## config.mk

```make
export PLATFORM = sky130hd
export DESIGN_NAME = mfe_img_loader_flat
export DESIGN_NICKNAME = d
export VERILOG_FILES = /design/src/rtl/mfe_pkg.sv /design/src/rtl/mfe_img_loader_if.sv /design/src/rtl/mfe_raster_cnt.sv /design/src/rtl/mfe_img_loader.sv /design/src/flat_wrapper.sv
export SDC_FILE = /design/constraint.sdc
export NUM_CORES = 1
export LEC_CHECK = 0
export CAP_MARGIN = 10
export CELL_PAD_IN_SITES_DETAIL_PLACEMENT = 1
export CELL_PAD_IN_SITES_GLOBAL_PLACEMENT = 1
export CORE_MARGIN = 4
export CORE_UTILIZATION = 43
export CTS_BUF_LIST = sky130_fd_sc_hd__clkbuf_2
export CTS_CLUSTER_DIAMETER = 80
export DETAILED_ROUTE_END_ITERATION = 12
export GPL_ROUTABILITY_DRIVEN = 0
export PLACE_DENSITY_LB_ADDON = 0.12
export SYNTH_ARGS = -nofsm -noshare
export SYNTH_HDL_FRONTEND = slang
export SYNTH_HIERARCHICAL = 1
export SYNTH_SLANG_ARGS = --single-unit
```

## constraint.sdc

```tcl
create_clock -name clk -period 2.8 [get_ports clk]
set_clock_uncertainty 0.1 [all_clocks]
set_input_delay 0.56 -clock clk [delete_from_list [all_inputs] [get_ports clk]]
set_output_delay 0.56 -clock clk [all_outputs]
set_load 0.01 [all_outputs]
```

## src/rtl/mfe_pkg.sv

```systemverilog
// Shared constants and types for the median-filter engine front end:
// frame geometry, address width and the loader state encoding.
package mfe_pkg;

  localparam int IMG_W  = 128;
  localparam int IMG_H  = 128;
  localparam int ADDR_W = 14;
  localparam int X_W    = 7;
  localparam int Y_W    = 7;
  localparam int NPIX   = IMG_W * IMG_H;

  localparam logic [ADDR_W-1:0] LAST_ADDR = ADDR_W'(NPIX - 1);

  typedef enum logic [2:0] {
    ST_IDLE  = 3'd0,
    ST_LOAD  = 3'd1,
    ST_FILL  = 3'd2,
    ST_START = 3'd3,
    ST_RUN   = 3'd4,
    ST_DONE  = 3'd5
  } loader_state_t;

endpackage

```

## src/rtl/mfe_img_loader_if.sv

```systemverilog
// Bundle of the loader's stream, image-memory write and MFE control signals.
// The loader takes the slave view; the host/MFE environment takes the master view.
interface mfe_img_loader_if;
  import mfe_pkg::*;

  logic              start;
  logic              s_valid;
  logic [7:0]        s_data;
  logic              s_last;
  logic              s_ready;
  logic [ADDR_W-1:0] img_addr;
  logic [7:0]        img_data;
  logic              img_wen;
  logic              ready;
  logic              busy;
  logic              done;
  logic              frame_err;

  modport master (
    output start, s_valid, s_data, s_last, busy,
    input  s_ready, img_addr, img_data, img_wen, ready, done, frame_err
  );

  modport slave (
    input  start, s_valid, s_data, s_last, busy,
    output s_ready, img_addr, img_data, img_wen, ready, done, frame_err
  );

endinterface

```

## src/rtl/mfe_raster_cnt.sv

```systemverilog
// Raster-order pixel counter: x runs fastest, wraps into y, and the linear
// address is y*IMG_W + x. Saturates on the final pixel of the frame.
module mfe_raster_cnt
  import mfe_pkg::*;
(
  input  logic              clk,
  input  logic              reset,
  input  logic              inc,
  input  logic              clr,
  output logic [X_W-1:0]    x,
  output logic [Y_W-1:0]    y,
  output logic [ADDR_W-1:0] cnt,
  output logic              last
);

  logic [X_W-1:0] r_x;
  logic [Y_W-1:0] r_y;

  // Column/row registers; increments are dropped at the final pixel so cnt never wraps.
  always_ff @(posedge clk or negedge reset) begin
    if (!reset) begin
      r_x <= '0;
      r_y <= '0;
    end else if (clr) begin
      r_x <= '0;
      r_y <= '0;
    end else if (inc && !last) begin
      if (r_x == X_W'(IMG_W - 1)) begin
        r_x <= '0;
        r_y <= r_y + Y_W'(1);
      end else begin
        r_x <= r_x + X_W'(1);
      end
    end
  end

  assign x    = r_x;
  assign y    = r_y;
  assign cnt  = {r_y, r_x};
  assign last = (cnt == LAST_ADDR);

endmodule

```

## src/rtl/mfe_img_loader.sv

```systemverilog
// Loads one raster frame into the MFE image memory, zero-fills after an early
// s_last, then hands off to MFE via ready/busy and pulses done when it finishes.
module mfe_img_loader
  import mfe_pkg::*;
(
  input  logic              clk,
  input  logic              reset,
  mfe_img_loader_if.slave   bus
);

  localparam logic [2:0] S_IDLE  = ST_IDLE;
  localparam logic [2:0] S_LOAD  = ST_LOAD;
  localparam logic [2:0] S_FILL  = ST_FILL;
  localparam logic [2:0] S_START = ST_START;
  localparam logic [2:0] S_RUN   = ST_RUN;
  localparam logic [2:0] S_DONE  = ST_DONE;

  logic [2:0]        r_state;
  logic              r_s_ready;
  logic [ADDR_W-1:0] r_img_addr;
  logic [7:0]        r_img_data;
  logic              r_img_wen;
  logic              r_ready;
  logic              r_done;
  logic              r_frame_err;

  logic [2:0]        w_next;
  logic              w_inc;
  logic              w_clr;
  logic              w_wen;
  logic [7:0]        w_wdata;
  logic              w_err_set;
  logic              w_err_clr;
  logic              w_accept;
  logic [ADDR_W-1:0] w_cnt;
  logic              w_last;
  logic [X_W-1:0]    w_x;
  logic [Y_W-1:0]    w_y;
  logic              w_unused_xy;

  mfe_raster_cnt u_cnt (
    .clk   (clk),
    .reset (reset),
    .inc   (w_inc),
    .clr   (w_clr),
    .x     (w_x),
    .y     (w_y),
    .cnt   (w_cnt),
    .last  (w_last)
  );

  assign w_unused_xy = ^{w_x, w_y};
  assign w_accept    = r_s_ready & bus.s_valid;

  // Next-state, counter control and write-port request for this cycle.
  always_comb begin
    w_next    = r_state;
    w_inc     = 1'b0;
    w_clr     = 1'b0;
    w_wen     = 1'b0;
    w_wdata   = 8'd0;
    w_err_set = 1'b0;
    w_err_clr = 1'b0;
    case (r_state)
      S_IDLE: begin
        w_clr = 1'b1;
        if (bus.start) begin
          w_next    = S_LOAD;
          w_err_clr = 1'b1;
        end else begin
          w_next = S_IDLE;
        end
      end
      S_LOAD: begin
        if (w_accept) begin
          w_wen   = 1'b1;
          w_wdata = bus.s_data;
          if (w_last) begin
            w_next    = S_START;
            w_err_set = ~bus.s_last;
          end else begin
            w_inc = 1'b1;
            if (bus.s_last) begin
              w_err_set = 1'b1;
              w_next    = S_FILL;
            end else begin
              w_next = S_LOAD;
            end
          end
        end else begin
          w_next = S_LOAD;
        end
      end
      S_FILL: begin
        w_wen = 1'b1;
        if (w_last) begin
          w_next = S_START;
        end else begin
          w_inc  = 1'b1;
          w_next = S_FILL;
        end
      end
      S_START: begin
        if (bus.busy) w_next = S_RUN;
        else          w_next = S_START;
      end
      S_RUN: begin
        if (!bus.busy) w_next = S_DONE;
        else           w_next = S_RUN;
      end
      S_DONE:  w_next = S_IDLE;
      default: w_next = S_IDLE;
    endcase
  end

  // State and registered outputs; s_ready decodes the next state so it drops right after the final beat.
  always_ff @(posedge clk or negedge reset) begin
    if (!reset) begin
      r_state     <= S_IDLE;
      r_s_ready   <= 1'b0;
      r_img_addr  <= '0;
      r_img_data  <= 8'd0;
      r_img_wen   <= 1'b0;
      r_ready     <= 1'b0;
      r_done      <= 1'b0;
      r_frame_err <= 1'b0;
    end else begin
      r_state   <= w_next;
      r_s_ready <= (w_next == S_LOAD);
      r_img_wen <= w_wen;
      if (w_wen) begin
        r_img_addr <= w_cnt;
        r_img_data <= w_wdata;
      end
      r_ready <= (r_state == S_START) && !bus.busy;
      r_done  <= (w_next == S_DONE);
      if (w_err_clr) begin
        r_frame_err <= 1'b0;
      end else if (w_err_set) begin
        r_frame_err <= 1'b1;
      end
    end
  end

  assign bus.s_ready   = r_s_ready;
  assign bus.img_addr  = r_img_addr;
  assign bus.img_data  = r_img_data;
  assign bus.img_wen   = r_img_wen;
  assign bus.ready     = r_ready;
  assign bus.done      = r_done;
  assign bus.frame_err = r_frame_err;

endmodule
```

## src/flat_wrapper.sv

```systemverilog
// flat-port wrapper written by rule: the top's interface ports become plain ports
module mfe_img_loader_flat import mfe_pkg::*;
  (clk, reset, bus_start, bus_s_valid, bus_s_data, bus_s_last, bus_busy, bus_s_ready, bus_img_addr, bus_img_data, bus_img_wen, bus_ready, bus_done, bus_frame_err);
  mfe_img_loader_if bus_i ();
  input  logic clk;
  input  logic reset;
  input wire logic [$bits(bus_i.start)-1:0] bus_start;
  input wire logic [$bits(bus_i.s_valid)-1:0] bus_s_valid;
  input wire logic [$bits(bus_i.s_data)-1:0] bus_s_data;
  input wire logic [$bits(bus_i.s_last)-1:0] bus_s_last;
  input wire logic [$bits(bus_i.busy)-1:0] bus_busy;
  output wire logic [$bits(bus_i.s_ready)-1:0] bus_s_ready;
  output wire logic [$bits(bus_i.img_addr)-1:0] bus_img_addr;
  output wire logic [$bits(bus_i.img_data)-1:0] bus_img_data;
  output wire logic [$bits(bus_i.img_wen)-1:0] bus_img_wen;
  output wire logic [$bits(bus_i.ready)-1:0] bus_ready;
  output wire logic [$bits(bus_i.done)-1:0] bus_done;
  output wire logic [$bits(bus_i.frame_err)-1:0] bus_frame_err;
  assign bus_i.start = bus_start;
  assign bus_i.s_valid = bus_s_valid;
  assign bus_i.s_data = bus_s_data;
  assign bus_i.s_last = bus_s_last;
  assign bus_i.busy = bus_busy;
  assign bus_s_ready = bus_i.s_ready;
  assign bus_img_addr = bus_i.img_addr;
  assign bus_img_data = bus_i.img_data;
  assign bus_img_wen = bus_i.img_wen;
  assign bus_ready = bus_i.ready;
  assign bus_done = bus_i.done;
  assign bus_frame_err = bus_i.frame_err;
  mfe_img_loader u_core (.clk(clk), .reset(reset), .bus(bus_i));
endmodule
```

# [Yosys cells after proc, flatten, opt, wreduce, memory -nomap -nowiden]
# Index checks and enable logic that the tools add are counted.
[totals] input_bits=14 out_inout_bits=27 wordCells=61 register_bits=44
[classes] addsub=2 eq_ne=8 n_bitwise=2 reduce_logical=9 mux=30
[op_table] operator="7-bit two-way mux" n=6
[op_table] operator="8-bit two-way mux" n=2
[op_table] operator="1-bit two-way mux" n=15
[op_table] operator="3-bit case mux with 5 select lines" n=1
[op_table] operator="7-bit by 1-bit adder with 7-bit output, second input constant" n=2
[op_table] operator="14-bit equality test, second input constant" n=1
[op_table] operator="3-bit two-way mux" n=3
[op_table] operator="7-bit equality test, second input constant" n=1
[op_table] operator="3-bit by 1-bit equality test with 1-bit output, second input constant" n=2
[op_table] operator="3-bit by 2-bit equality test with 1-bit output, second input constant" n=2
[op_table] operator="3-bit equality test, second input constant" n=2
[op_table] operator="2-bit nonzero test" n=3
[op_table] operator="1-bit case mux with 2 select lines" n=2
[op_table] operator="3-bit zero test" n=1
[op_table] operator="1-bit logical AND" n=2
[op_table] operator="1-bit zero test" n=2
[op_table] operator="2-bit two-way mux" n=1
[op_table] operator="2-bit AND reduction" n=1
[op_table] operator="1-bit AND" n=1
[op_table] operator="1-bit inverter" n=1

# [Longest topological paths before layout]
[logic_depth] depth_word=7 ltp_mapped=9

# [By module]
# The synthesis kept the hierarchy.
[by_module_without_submodules] module="mfe_img_loader" seq_area_each_um2=750.7 n_inst=1 area_each_um2=1312.5 cells_per_inst=89
[by_module_without_submodules] module="mfe_raster_cnt" seq_area_each_um2=350.3 n_inst=1 area_each_um2=899.6 cells_per_inst=90

# [Least setup slack after synthesis]
# Ideal clock, no wire load.
[synth_path] path_kind="register to register" start="register u_core.r_state[1]" end="register u_core.u_cnt.r_y[6], in the netlist u_core/u_cnt/y[6]" required_time_ps=2622 setup_slack_ps=417 path_buffers=2 period_less_slack_ps=2383 stages_incl_launch_ff=10 arrival_time_ps=2205 cell_sequence="dfrtp_1 buf_6 nand4b_1 a21o_1 buf_6 nor2_1 and4_4 o2111ai_4 or4_1 a21oi_1"
[synth_between] elab_chain_len=5
[synth_rtl] item="start, declared" line="mfe_img_loader.sv:18" rtl="logic [2:0] r_state;"
[synth_rtl] item="start signal, assigned" line="mfe_img_loader.sv:128" rtl="r_state <= w_next;"
[synth_rtl] item="3-bit by 2-bit equality test with 1-bit output or 3-bit by 1-bit equality test with 1-bit output (tied branches)" line="mfe_img_loader.sv:64" rtl="case (r_state)"
[synth_rtl] item="1-bit case mux with 2 select lines (*)" line="mfe_img_loader.sv:64"
[synth_rtl] item="via u_core.w_inc" line="mfe_img_loader.sv:28" rtl="logic w_inc;"
[synth_rtl] item="1-bit logical AND (*)" line="mfe_raster_cnt.sv:27" rtl="end else if (inc && !last) begin"
[synth_rtl] item="2-bit nonzero test (no source line) (*)"
[synth_rtl] item="2-bit AND reduction (no source line) (*)"
[synth_rtl] item="end signal, assigned" line="mfe_raster_cnt.sv:30" rtl="r_y <= r_y + Y_W'(1);"
[synth_rtl] item="end, declared" line="mfe_raster_cnt.sv:17" rtl="logic [Y_W-1:0] r_y;"
# Mark *: on every way through the listed nets, which the timed path passes. The rest lies on a longest branch.
# A chain may end at the register's enable or synchronous reset.

# [Final worst setup path]
[layout_path] start="register u_core.u_cnt.r_x[0], in the netlist u_core/u_cnt/x[0]" end="register u_core.r_s_ready, in the netlist u_core/bus.s_ready"
[layout_between] elab_chain_len=5
[layout_rtl] item="start, declared" line="mfe_raster_cnt.sv:16" rtl="logic [X_W-1:0] r_x;"
[layout_rtl] item="start signal, assigned" line="mfe_raster_cnt.sv:32" rtl="r_x <= r_x + X_W'(1);"
[layout_rtl] item="14-bit equality test (*)" line="mfe_raster_cnt.sv:40" rtl="assign last = (cnt == LAST_ADDR);"
[layout_rtl] item="via u_core.w_last" line="mfe_img_loader.sv:36" rtl="logic w_last;"
[layout_rtl] item="3-bit two-way mux" line="mfe_img_loader.sv:78" rtl="if (w_last) begin"
[layout_rtl] item="3-bit two-way mux" line="mfe_img_loader.sv:75" rtl="if (w_accept) begin"
[layout_rtl] item="3-bit case mux with 5 select lines (*)" line="mfe_img_loader.sv:64"
[layout_rtl] item="3-bit by 1-bit equality test with 1-bit output (*)" line="mfe_img_loader.sv:129" rtl="r_s_ready <= (w_next == S_LOAD);"
[layout_rtl] item="end signal, assigned" line="mfe_img_loader.sv:129"
[layout_rtl] item="end, declared" line="mfe_img_loader.sv:19" rtl="logic r_s_ready;"
# Marks and branches as above.

==> impl_summary.log <==
INFO  metric hpwl = roughly 3.5 mm
INFO  metric worst_path_max_fanout = 5
INFO  metric rsz_0062_raised_after_global_routing = no
INFO  metric hold_class = register to register
INFO  metric post-route-period-util = 0.852
INFO  metric antenna_found_initial = 0
INFO  metric power.combinational.fraction = 0.389
INFO  metric cts_resized = 0
INFO  metric tritoncts.num_buffers = 5
INFO  metric die_width = between 70 and 80 um
INFO  metric io_buffer_count = 40
INFO  metric end_kind = register
INFO  metric overflow = 0
INFO  metric slew_headroom = 0.489
INFO  metric cts_root_buffer = sky130_fd_sc_hd__clkbuf_2
INFO  metric grt.total_usage = 0.175
INFO  metric ctsHoldBuffers = 1
INFO  metric tns = 0 ns
INFO  metric required = between 3 and 4 ns
INFO  metric worstSetupPathType = register to register
INFO  metric floorplan.io_pins = 41
INFO  metric timing.critical_path.to = u_core/bus.s_ready$_DFF_PN0_
INFO  metric register_clock_pin_slew_on_the_reported_worst_setup_and_hold_paths = approximately 0.21 ns
INFO  metric area_growth_syn_to_layout = 25.2%
INFO  metric synthesis.nets = about 180
INFO  metric stdcell_area = 2640 um2
INFO  metric layout_min_cycle_time = ~2.4 ns
INFO  metric clkLatencyLatePin = ~0.42 ns
INFO  metric outcome = completed
INFO  metric hold_viol_final = 0
INFO  metric average_instance_area_after_synthesis = 12.8 um2
INFO  metric wl_per_cell = around 17 um
INFO  metric coreArea = 4720 um2
INFO  metric leakagePower = between 1 and 1.5 nW
INFO  metric max_capacitance_violation_count = 0
INFO  metric detailed_place.area = 2560 um2
INFO  metric switchingPower = ~670 uW
INFO  metric rr_worst_depth = 9
INFO  metric internal-power = 1.27 mW
INFO  metric cts_buffer_depth = 2
INFO  metric detailedRoute.firstPassIterationCount = 4
INFO  metric netlist_instances = approximately 170
INFO  metric grt_pass1_vias = about 1700
INFO  metric power.switching_fraction = 0.347
INFO  metric post-route-drc-count = 0
INFO  metric clock_tree.htree_level_count = 2
INFO  metric critical_path.reg2reg.startpoint = u_core/u_cnt/x[0]$_DFFE_PN0P_
INFO  metric yosysWarnings = 6
INFO  metric cp-start-kind = register
INFO  metric placement.setup.worst_slack = 0.0573 ns
INFO  metric postCtsSetupBuffers = 0
INFO  metric timing.rr.end = u_core/bus.s_ready$_DFF_PN0_
INFO  metric numClockSinks = 44
INFO  metric max_freq = 0.419 GHz
INFO  metric tightestPinTransition = between 0.7 and 0.8 ns
INFO  metric drt_iter0_markers = between 90 and 100
INFO  metric synth_area = roughly 2100 um2
INFO  metric finish.utilization = 0.558
INFO  metric wire_length_of_the_first_global_routing_pass = 8.40 mm
INFO  metric worstSetupStartpoint = u_core/u_cnt/x[0]$_DFFE_PN0P_
INFO  metric power.ir.vdd_worst = around 0.00038 V
INFO  metric tritoncts = done
INFO  metric grt_max_degree = 26
INFO  metric final_net_count = 230
INFO  metric totalPowerFinal = approximately 1.9 mW
INFO  metric cp.arrival = ~2.6 ns
INFO  metric dieHeight = roughly 78 um
INFO  metric share_seq_of_total_power = 0.429
INFO  metric p_per_area = approximately 740 nW/um2
INFO  metric floorplan.initialDensity = 0.446
INFO  metric post_route_cells_drive_above_1_share = 0.211
INFO  metric share_of_total_power_in_the_clock_network = 0.182
INFO  metric routed_wl = between 4 and 5 mm
INFO  metric dieArea = between 6000 and 7000 um2
INFO  metric drtAntennaViolNets = 0
INFO  metric regToRegSetupSlack = approximately 0.41 ns
INFO  metric vias = around 1500
INFO  metric setup_viol = 0
INFO  metric placement_rows = 25
INFO  metric timing_max_transition_violations_final = 0
INFO  metric dr_vias_cell = ~5.4
INFO  metric timing.final.ws_setup = between 0.4 and 0.5 ns
INFO  metric antenna-diode-count = 0
power groups by stage:
stage	Sequential, mW	Combinational (mW)	Clock [mW]
final	0.834	0.755	0.354
after global routing	0.855	0.814	0.397
after CTS	0.837	0.770	0.372
after detailed placement	0.848	0.762	0
after global placement	0.836	0.730	0
after floorplan	0.841	0.494	0
registers in the layout (all words and copies together), names as in the netlist:
name / flops
u_core/u_cnt/y: 7
u_core/bus.frame_err: 1
u_core/bus.done: 1
u_core/bus.ready: 1
u_core/bus.s_ready: 1
u_core/bus.img_addr: 14
u_core/bus.img_data: 8
u_core/bus.img_wen: 1
u_core/u_cnt/x: 7
u_core/r_state: 3
worst max-delay path: stages (launching register included):
cell and delay (ns):
sky130_fd_sc_hd__dfrtp_1 0.47, sky130_fd_sc_hd__ha_1 0.23, sky130_fd_sc_hd__nand3_1 0.17, sky130_fd_sc_hd__nor4_1 0.41
sky130_fd_sc_hd__buf_4 0.19, sky130_fd_sc_hd__inv_1 0.06, sky130_fd_sc_hd__ha_1 0.18, sky130_fd_sc_hd__nand3_1 0.07
sky130_fd_sc_hd__a21oi_1 0.09, sky130_fd_sc_hd__a311oi_1 0.31
worst min-delay path by stage:
stage                                            start                            endpoint  cells past startpoint  slack [ns]
floorplan                                        reset           u_core/bus.done$_DFF_PN0_                      0        0.16
global route        u_core/bus.img_data[6]$_DFFE_PN0P_  u_core/bus.img_data[6]$_DFFE_PN0P_                      1        0.46
CTS                 u_core/bus.img_data[4]$_DFFE_PN0P_  u_core/bus.img_data[4]$_DFFE_PN0P_                      1        0.44
global placement    u_core/bus.img_data[1]$_DFFE_PN0P_  u_core/bus.img_data[1]$_DFFE_PN0P_                      1        0.38
detailed placement  u_core/bus.img_data[4]$_DFFE_PN0P_  u_core/bus.img_data[4]$_DFFE_PN0P_                      1        0.39
finish              u_core/bus.img_data[4]$_DFFE_PN0P_  u_core/bus.img_data[4]$_DFFE_PN0P_                      1        0.43
cell usage in the layout (no fill, tap or decap), types with 2 or more instances in the layout:
cell                               n
sky130_fd_sc_hd__dfrtp_1          44
sky130_fd_sc_hd__clkdlybuf4s50_1  39
sky130_fd_sc_hd__nor2_1           10
sky130_fd_sc_hd__nand3_1           9
sky130_fd_sc_hd__mux2_4            9
sky130_fd_sc_hd__a22o_2            8
sky130_fd_sc_hd__inv_1             7
sky130_fd_sc_hd__nand2_1           7
sky130_fd_sc_hd__clkbuf_2          5
sky130_fd_sc_hd__a21oi_1           5
sky130_fd_sc_hd__mux2_2            5
sky130_fd_sc_hd__buf_4             5
sky130_fd_sc_hd__or3_1             4
sky130_fd_sc_hd__ha_1              4
sky130_fd_sc_hd__mux2i_1           3
sky130_fd_sc_hd__o21ai_0           3
sky130_fd_sc_hd__clkinv_1          2
sky130_fd_sc_hd__nor3_1            2
sky130_fd_sc_hd__o31ai_1           2
sky130_fd_sc_hd__nand2b_1          2
sky130_fd_sc_hd__and3_1            2
sky130_fd_sc_hd__o2111ai_1         2
sky130_fd_sc_hd__o41ai_1           2
sky130_fd_sc_hd__xor2_1            2
layer usage:
layer,up-vias,part of all wire,GRT usage
li1,704,-,-
met1,749,0.46,0.229
met2,38,0.47,0.279
met3,7,0.053,0.0464
met4,0,0.016,0.0629
met5,-,0,0
layout make-up:
class,count,area [um2]
sequential,44,1100
timing repair buffer,46,443
clock buffer,5,25.0
multi-input combinational,107,910
clock inverter,3,37.5
inverter,8,37.5
tap,67,83.8
fill,497,2090
per-stage QoR:
stage,hold WS [ns],cells
floorplan,0.164,165
global placement,0.383,271
detailed placement,0.386,271
CTS,0.438,280
global route,0.458,280
finish,0.432,280
Note: power is estimated with default switching activity, not from simulation.
